[config.mk]
export PLATFORM = sky130hd
export DESIGN_NAME = dm_arbiter
export DESIGN_NICKNAME = d
export VERILOG_FILES = /design/src/rtl/dm_arbiter.sv
export SDC_FILE = /design/constraint.sdc
export NUM_CORES = 1
export LEC_CHECK = 0
export ABC_AREA = 1
export CORE_MARGIN = 3
export CORE_UTILIZATION = 41
export DETAILED_ROUTE_END_ITERATION = 12
export GPL_TIMING_DRIVEN = 0
export PLACE_DENSITY = 0.95
export RECOVER_POWER = 50
export SLEW_MARGIN = 20
export SYNTH_ARGS = -nofsm -noshare
export SYNTH_HDL_FRONTEND = slang
export SYNTH_SLANG_ARGS = --single-unit
[constraint.sdc]
create_clock -name clk -period 2.75 [get_ports clk]
set_input_delay 0.275 -clock clk [delete_from_list [all_inputs] [get_ports clk]]
set_output_delay 0.275 -clock clk [all_outputs]
set_load 0.01 [all_outputs]
[src/rtl/dm_arbiter.sv]
// Round-robin arbiter sharing one single-port data memory between four cores.
// It handles one transaction at a time and returns read data only to the core
// that won arbitration.
// Optional feature: define DM_ARB_FIXED_PRIO_EN to switch to fixed priority,
// where core 0 always wins.

module dm_arbiter #(
  parameter int unsigned ADDR_W  = 12,
  parameter int unsigned DATA_W  = 18,
  parameter int unsigned MEM_LAT = 1   // legal range 1..7
) (
  input  logic                  clk,
  input  logic                  rst,
  input  logic [3:0]            req,
  input  logic [3:0]            we,
  input  logic [4*ADDR_W-1:0]   addr_flat,
  input  logic [4*DATA_W-1:0]   wdata_flat,
  output logic [3:0]            gnt,
  output logic [3:0]            rvalid,
  output logic [DATA_W-1:0]     rdata,
  output logic                  busy,
  output logic                  mem_en,
  output logic                  mem_we,
  output logic [ADDR_W-1:0]     mem_addr,
  output logic [DATA_W-1:0]     mem_wdata,
  input  logic [DATA_W-1:0]     mem_rdata
);

  typedef enum logic [1:0] {StIdle, StIssue, StWait, StResp} state_e;

  localparam logic [2:0] WaitInit = 3'(MEM_LAT - 1);

  state_e              state_q, state_d;
  logic [1:0]          win_q;
  logic                we_q;
  logic [ADDR_W-1:0]   addr_q;
  logic [DATA_W-1:0]   wdata_q;
  logic [2:0]          wait_cnt_q;
  logic [DATA_W-1:0]   rdata_q;

  logic                win_valid;
  logic [1:0]          win;

`ifdef DM_ARB_FIXED_PRIO_EN
  // Fixed priority: the lowest set request index wins.
  always_comb begin
    win_valid = 1'b0;
    win       = 2'd0;
    for (int i = 3; i >= 0; i--) begin
      if (req[i]) begin
        win_valid = 1'b1;
        win       = i[1:0];
      end
    end
  end
`else
  logic [1:0] rr_ptr_q;
  logic [1:0] cand;

  // Round-robin: search from rr_ptr+1; scan backwards so the first hit in
  // search order is the last assignment.
  always_comb begin
    win_valid = 1'b0;
    win       = 2'd0;
    cand      = 2'd0;
    for (int k = 4; k >= 1; k--) begin
      cand = rr_ptr_q + k[1:0];
      if (req[cand]) begin
        win_valid = 1'b1;
        win       = cand;
      end
    end
  end

  // Pointer remembers the last winner; reset value 3 makes core 0 win first.
  always_ff @(posedge clk) begin
    if (rst) begin
      rr_ptr_q <= 2'd3;
    end else if (state_q == StIdle && win_valid) begin
      rr_ptr_q <= win;
    end
  end
`endif

  // State register.
  always_ff @(posedge clk) begin
    if (rst) begin
      state_q <= StIdle;
    end else begin
      state_q <= state_d;
    end
  end

  // Next-state logic; requests are only looked at in idle.
  always_comb begin
    state_d = state_q;
    unique case (state_q)
      StIdle:  if (win_valid) state_d = StIssue;
      StIssue: state_d = we_q ? StIdle : StWait;
      StWait:  if (wait_cnt_q == 3'd0) state_d = StResp;
      StResp:  state_d = StIdle;
      default: state_d = StIdle;
    endcase
  end

  // Transaction capture at arbitration, read latency count and read data.
  always_ff @(posedge clk) begin
    if (rst) begin
      win_q      <= 2'd0;
      we_q       <= 1'b0;
      addr_q     <= '0;
      wdata_q    <= '0;
      wait_cnt_q <= 3'd0;
      rdata_q    <= '0;
    end else begin
      unique case (state_q)
        StIdle: begin
          if (win_valid) begin
            win_q   <= win;
            we_q    <= we[win];
            addr_q  <= addr_flat[win*ADDR_W +: ADDR_W];
            wdata_q <= wdata_flat[win*DATA_W +: DATA_W];
          end
        end
        StIssue: wait_cnt_q <= WaitInit;
        StWait: begin
          if (wait_cnt_q == 3'd0) begin
            rdata_q <= mem_rdata;
          end else begin
            wait_cnt_q <= wait_cnt_q - 3'd1;
          end
        end
        default: ;
      endcase
    end
  end

  // Outputs: strobes are decoded from state; address and data hold last value.
  always_comb begin
    mem_en    = (state_q == StIssue);
    mem_we    = mem_en & we_q;
    mem_addr  = addr_q;
    mem_wdata = wdata_q;
    gnt       = mem_en ? (4'b0001 << win_q) : 4'b0000;
    rvalid    = (state_q == StResp) ? (4'b0001 << win_q) : 4'b0000;
    rdata     = rdata_q;
    busy      = (state_q != StIdle);
  end

endmodule

; Word-level counts from Yosys, hierarchy flattened
; Index checks and enable logic that the tools add are counted.
[word_totals]
in_bits = 148
register_bits = 58
word_cells = 64
out_inout_bits = 59
[op_classes]
n_addsub = 4
n_bitwise = 1
magnitude_cmp = 5
n_eq_ne = 6
multipliers = 2
shift = 3
n_reduce_logical = 9
n_mux = 26
[op_table]
columns = operator, count
row1 = $shiftx A72 B8 Y18, 1
row2 = $shiftx A48 B7 Y12, 1
row3 = $lt A2 B3 Y1 const B, 5
row4 = $mux W2, 7
row5 = $bmux W1 S2, 5
row6 = $mux W1, 9
row7 = $mux W4, 2
row8 = $pmux W2 S4, 1
row9 = $reduce_and A2 Y1, 4
row10 = $mul A2 B4 Y6 const B, 1
row11 = $ne A2 B2 Y1 const B, 3
row12 = $pmux W3 S2, 1
row13 = $add A2 B2 Y2 const B, 2
row14 = $eq A2 B2 Y1 const B, 2
row15 = $mul A2 B2 Y4 const B, 1
row16 = $reduce_bool A2 Y1, 2
row17 = $shl A1 B2 Y4 const A, 1
row18 = $logic_not A3 Y1, 1
row19 = $mux W3, 1
row20 = $sub A3 B1 Y3 const B, 1
row21 = $add A2 B1 Y2 const B, 1
row22 = $eq A2 B1 Y1 const B, 1
row23 = $logic_not A2 Y1, 1
row24 = $and A1 B1 Y1, 1
row25 = $logic_and A1 B1 Y1, 1

; Longest topological paths before layout
[logic_depth]
depth_word = 8
depth_mapped = 15
mapped_depth_nobuf = 13

; Worst setup path after synthesis
; OpenSTA, ideal clock, no wires.
[synth_path]
path_type = register -> register
startpoint = reg rr_ptr_q[0]
endpoint = reg we_q
n_path_buf = 2
period_less_slack_ps = 1562
setup_time_ps = 119
required_time_ps = 2631
arrival_time_ps = 1443
stages_incl_launch_ff = 15
slack_ps = 1188
cell_sequence = dfxtp_1 > buf_6 > inv_4 > nand2_1 > nand2_1 > nand2_1 > nand3_1 > nand3_1 > nand2_1 > nand2_1 > inv_2 > buf_2 > nand3_1 > nand2_1 > a21oi_1
[synth_via]
elab_chain_cells = 8
word_cells_on_any_way = 22
classes_between = add/sub (3) / mux (18) / reduce/logical (1)
[synth_rtl]
columns = item, line_no
row1 = from (decl), 57  ; logic [1:0] rr_ptr_q;
row2 = from (signal assigned), 80  ; rr_ptr_q <= win;
row3 = $add A2 B2 Y2 / $bmux W1 S2 (equally long branches), "67, 68"
row4 = $bmux W1 S2 / $mux W1 (equally long branches), 68  ; if (req[cand]) begin
row5 = $mux W1 (implied by the code) / $mux W2 (equally long branches), 68
row6 = $mux W2 (3 in series), 68
row7 = $bmux W1 S2, 120  ; we_q <= we[win];
row8 = $mux W1 (implied by the code), 120
row9 = to (signal assigned), 120
row10 = to (decl), 35  ; logic we_q;
; Several ways; a longest one is shown, not always the timed one. The select of a mux whose other input is x is not followed.
; A chain may end at the register's enable or synchronous reset.

; Worst setup path after layout
[layout_path]
startpoint = reg state_q[0]
endpoint = out gnt[0]
[layout_via]
elab_chain_cells = 2
[layout_rtl]
columns = item, line_no
row1 = from (decl), 33  ; state_e state_q, state_d;
row2 = from (signal assigned), 88  ; state_q <= StIdle;
row3 = from (signal assigned), 90  ; state_q <= state_d;
row4 = $eq A2 B1 Y1, 140  ; mem_en = (state_q == StIssue);
row5 = $mux W4, 144  ; gnt = mem_en ? (4'b0001 << win_q) : 4'b0000;
row6 = to (decl), 18  ; output logic [3:0] gnt,
; Every way passes these cells.

==> results.json <==
{
  "clk_pin_slew_ns": 0.07,
  "p_int_w": 0.003213,
  "hold_class": "register to register",
  "pin_count": 207,
  "grt_use_total_pct": 28.11,
  "period_share_pct": 78.79,
  "max_freq_mhz": 461.5,
  "placed_cells": 846,
  "finalSetupTns_ns": 0,
  "r2r_slack_ns": 0.76,
  "power_density_mw_per_mm2": 1094,
  "synth_area_sq_mm": 0.003388,
  "fin_nets": 905,
  "area_growth_pct": 70.16,
  "grt_pass1_vias": 4698,
  "drtAntennaViolNets": 0,
  "row_count": 32,
  "switching_share_pct": 49.06,
  "slew-limit-headroom_pct": 71.75,
  "cts_resized": 0,
  "multiInputGateArea_sq_mm": 0.001906,
  "hold_slack_ns": 0.4684,
  "first_pass_iters": 5,
  "numCtsBuffers": 9,
  "antenna_found_initial": 0,
  "grt_max_degree": 11,
  "p_clk_share_pct": 11.8,
  "final_core_util_pct": 73.10,
  "design.core.area_sq_mm": 0.007888,
  "drt_iter0_markers": 289,
  "worstPathMaxFanout": 5,
  "crit_start": "state_q[0]",
  "avgSynthCellArea_sq_um": 6.298,
  "maxCapViolations": 0,
  "synthCells": 538,
  "synth_cell_types": 24,
  "cpMostUsedCell": "inv_1",
  "seqPwrFrac_pct": 20.4,
  "total_power_w": 0.006307,
  "viasPerCell": 5.362,
  "slowest_stage": "clkdlybuf4s50_1",
  "critPathMaxStageDelay_ns": 0.58,
  "fill_cells": 580,
  "p_leak_nw": 2.575,
  "via_count": 4622,
  "avgRoutedWirePerCell_microns": 15.47,
  "grt_remaining_overflow": 0,
  "status": "complete, no violations",
  "root_buffer": "clkbuf_8",
  "grt_first_pass_wirelength_microns": 21870,
  "clk_latency_ns": 0.33,
  "worst_ep_required_time_ns": 2.48,
  "cts_setup_buffers": 0,
  "layoutNonFillerInstCount": 862,
  "ys_seq_area_share_pct": 34.27,
  "place_hpwl_microns": 10390,
  "endpoint_kind": "output port",
  "layout-drive-gt1-share_pct": 7.368,
  "seq_area_sq_mm": 0.001161,
  "rsz0062_at_grt": "no",
  "finalCriticalPeriod_ns": 2.167,
  "cp-start-kind": "register",
  "tritoncts": "done",
  "ctsHoldBuffers": 0,
  "reg2reg_depth": 14,
  "antennaDiodeCount": 0,
  "rr_endpoint": "mem_wdata[7]",
  "synth_warnings": 0,
  "dieArea_sq_mm": 0.009391,
  "synth_nets": 688,
  "cts-htree-levels": 3,
  "ys_ff_latch": 58,
  "ir_drop_uv": 706.8,
  "cts.sinks": 58,
  "clockBufferDepth": 2,
  "skew_ns": 0.007271,
  "hold_violations": 0,
  "finalSetupViolCount": 0,
  "critPathKind": "register to output port",
  "worstPathCellList": "inv_1, nor2_1, inv_1, nor3_1, clkdlybuf4s50_1",
  "combPwrFrac_pct": 67.7,
  "die_w_microns": 96.91,
  "crit_arrival_ns": 1.89,
  "r2r-start": "rr_ptr_q[0]",
  "p_sw_w": 0.003094,
  "cp-endpoint": "gnt[0]",
  "drt_wl_total_microns": 13340,
  "initial_core_util_pct": 42.96,
  "drc": 0,
  "port_buffers": 206,
  "place.gp.congestion": 0.8871,
  "drv_slew": 0,
  "die_h_microns": 96.91,
  "worstMarginPinSlew_ns": 0.4238
}
==> synth_stat cells <==
cell type | n | share of area, %
nand2_2 | 2 | 0.37
clkbuf_1 | 9 | 1.0
ha_1 | 2 | 0.74
nor2_2 | 3 | 0.55
o21ai_0 | 52 | 7.7
o211ai_1 | 2 | 0.44
nand3_1 | 130 | 19
o22ai_1 | 1 | 0.18
nand3_4 | 1 | 0.52
buf_2 | 22 | 3.2
buf_6 | 2 | 0.66
nor2_1 | 44 | 4.9
inv_2 | 2 | 0.22
inv_1 | 24 | 2.7
nand4_1 | 1 | 0.18
clkinv_1 | 1 | 0.11
o21ai_1 | 1 | 0.15
dfxtp_1 | 58 | 34
inv_4 | 1 | 0.18
buf_4 | 6 | 1.3
nand2_4 | 2 | 0.66
nand2_1 | 126 | 14
nor3_1 | 8 | 1.2
a21oi_1 | 38 | 5.6
==> layout by cell type, fill, tap and decap left out <==
| cell | instances |
|---|---|
| a21oi_1 | 38 |
| buf_2 | 22 |
| buf_4 | 6 |
| buf_6 | 2 |
| clkbuf_1 | 9 |
| clkbuf_8 | 12 |
| clkdlybuf4s50_1 | 157 |
| clkinv_1 | 1 |
| clkinv_2 | 2 |
| clkinvlp_4 | 2 |
| dfxtp_1 | 58 |
| dlygate4sd3_1 | 49 |
| ha_1 | 2 |
| inv_1 | 24 |
| inv_2 | 2 |
| inv_4 | 1 |
| nand2_1 | 126 |
| nand2_2 | 2 |
| nand2_4 | 2 |
| nand3_1 | 130 |
| nand3_4 | 1 |
| nand4_1 | 1 |
| nor2_1 | 45 |
| nor2_2 | 2 |
| nor3_1 | 8 |
| o211ai_1 | 2 |
| o21ai_0 | 52 |
| o21ai_1 | 1 |
| o22ai_1 | 1 |
==> worst min path at each step <==
stage                  start            end  slack, ns  depth (start not counted)
2_1_floorplan            rst       register       0.34                          1
3_3_place_gp   wait_cnt_q[0]  wait_cnt_q[0]       0.44                          1
3_5_place_dp   wait_cnt_q[0]  wait_cnt_q[0]       0.46                          1
4_1_cts        wait_cnt_q[0]  wait_cnt_q[0]       0.47                          1
5_1_grt        wait_cnt_q[0]  wait_cnt_q[0]       0.48                          1
6_report       wait_cnt_q[0]  wait_cnt_q[0]       0.47                          1
==> area by class of cell <==
type	instances	area share, %
repair buffers	206	35.76
clock inverters	4	0.4340
inverters	28	1.866
plain buffers	39	3.668
clock buffers	12	2.865
flip-flops and latches	58	20.14
well taps	102	2.214
multi-input cells	413	33.05
==> critical path: cells and delay by family (launching register included) <==
| family | cells | cell delay [ns] |
|---|---|---|
| buffers and inverters | 3 | 0.81 |
| flip-flops | 1 | 0.36 |
| AND/OR/NAND/NOR | 2 | 0.39 |
==> layer usage <==
layer  share of wire [%]  track usage, %  up-vias
met5                   0               0        -
met4                 3.3           11.99        0
met3                 7.1           4.758       36
met2                  50           48.83      265
met1                  39           34.08     2085
li1                    -               -     2236
==> registers in the layout, summed over array words and instances, names as in the netlist, named ones only <==
register	flops
win_q	2
mem_addr	12
rdata	18
we_q	1
mem_wdata	18
state_q	1
wait_cnt_q	3
rr_ptr_q	2
==> per-stage QoR <==
| stage | worst slack [ns] | instance area, sq um |
|---|---|---|
| after CTS | 0.5759 | 5768 |
| final | 0.5832 | 5766 |
| after global routing | 0.3847 | 5766 |
| after global placement | 0.5756 | 5578 |
| after floorplan | 1.188 | 3388 |
| after detailed placement | 0.4923 | 5578 |
==> cells by family (layout without fill, tap and decap cells) <==
kind of cell	Yosys count	after routing	share of synthesized area [%]
compound gates	94	94	14.07
simple gates	317	317	41.51
buf+inv	67	289	9.417
flops	58	58	34.27
fa+ha+maj	2	2	0.7384
==> power by group through the flow <==
stage | logic [W] | clock network (W) | registers (W)
finish | 0.00427 | 0.000746 | 0.00129
global route | 0.00475 | 0.000800 | 0.00132
global placement | 0.00415 | 0 | 0.00130
floorplan | 0.00268 | 0 | 0.00139
detailed placement | 0.00431 | 0 | 0.00131
CTS | 0.00433 | 0.000754 | 0.00130
(Power assumes the default switching activity.)
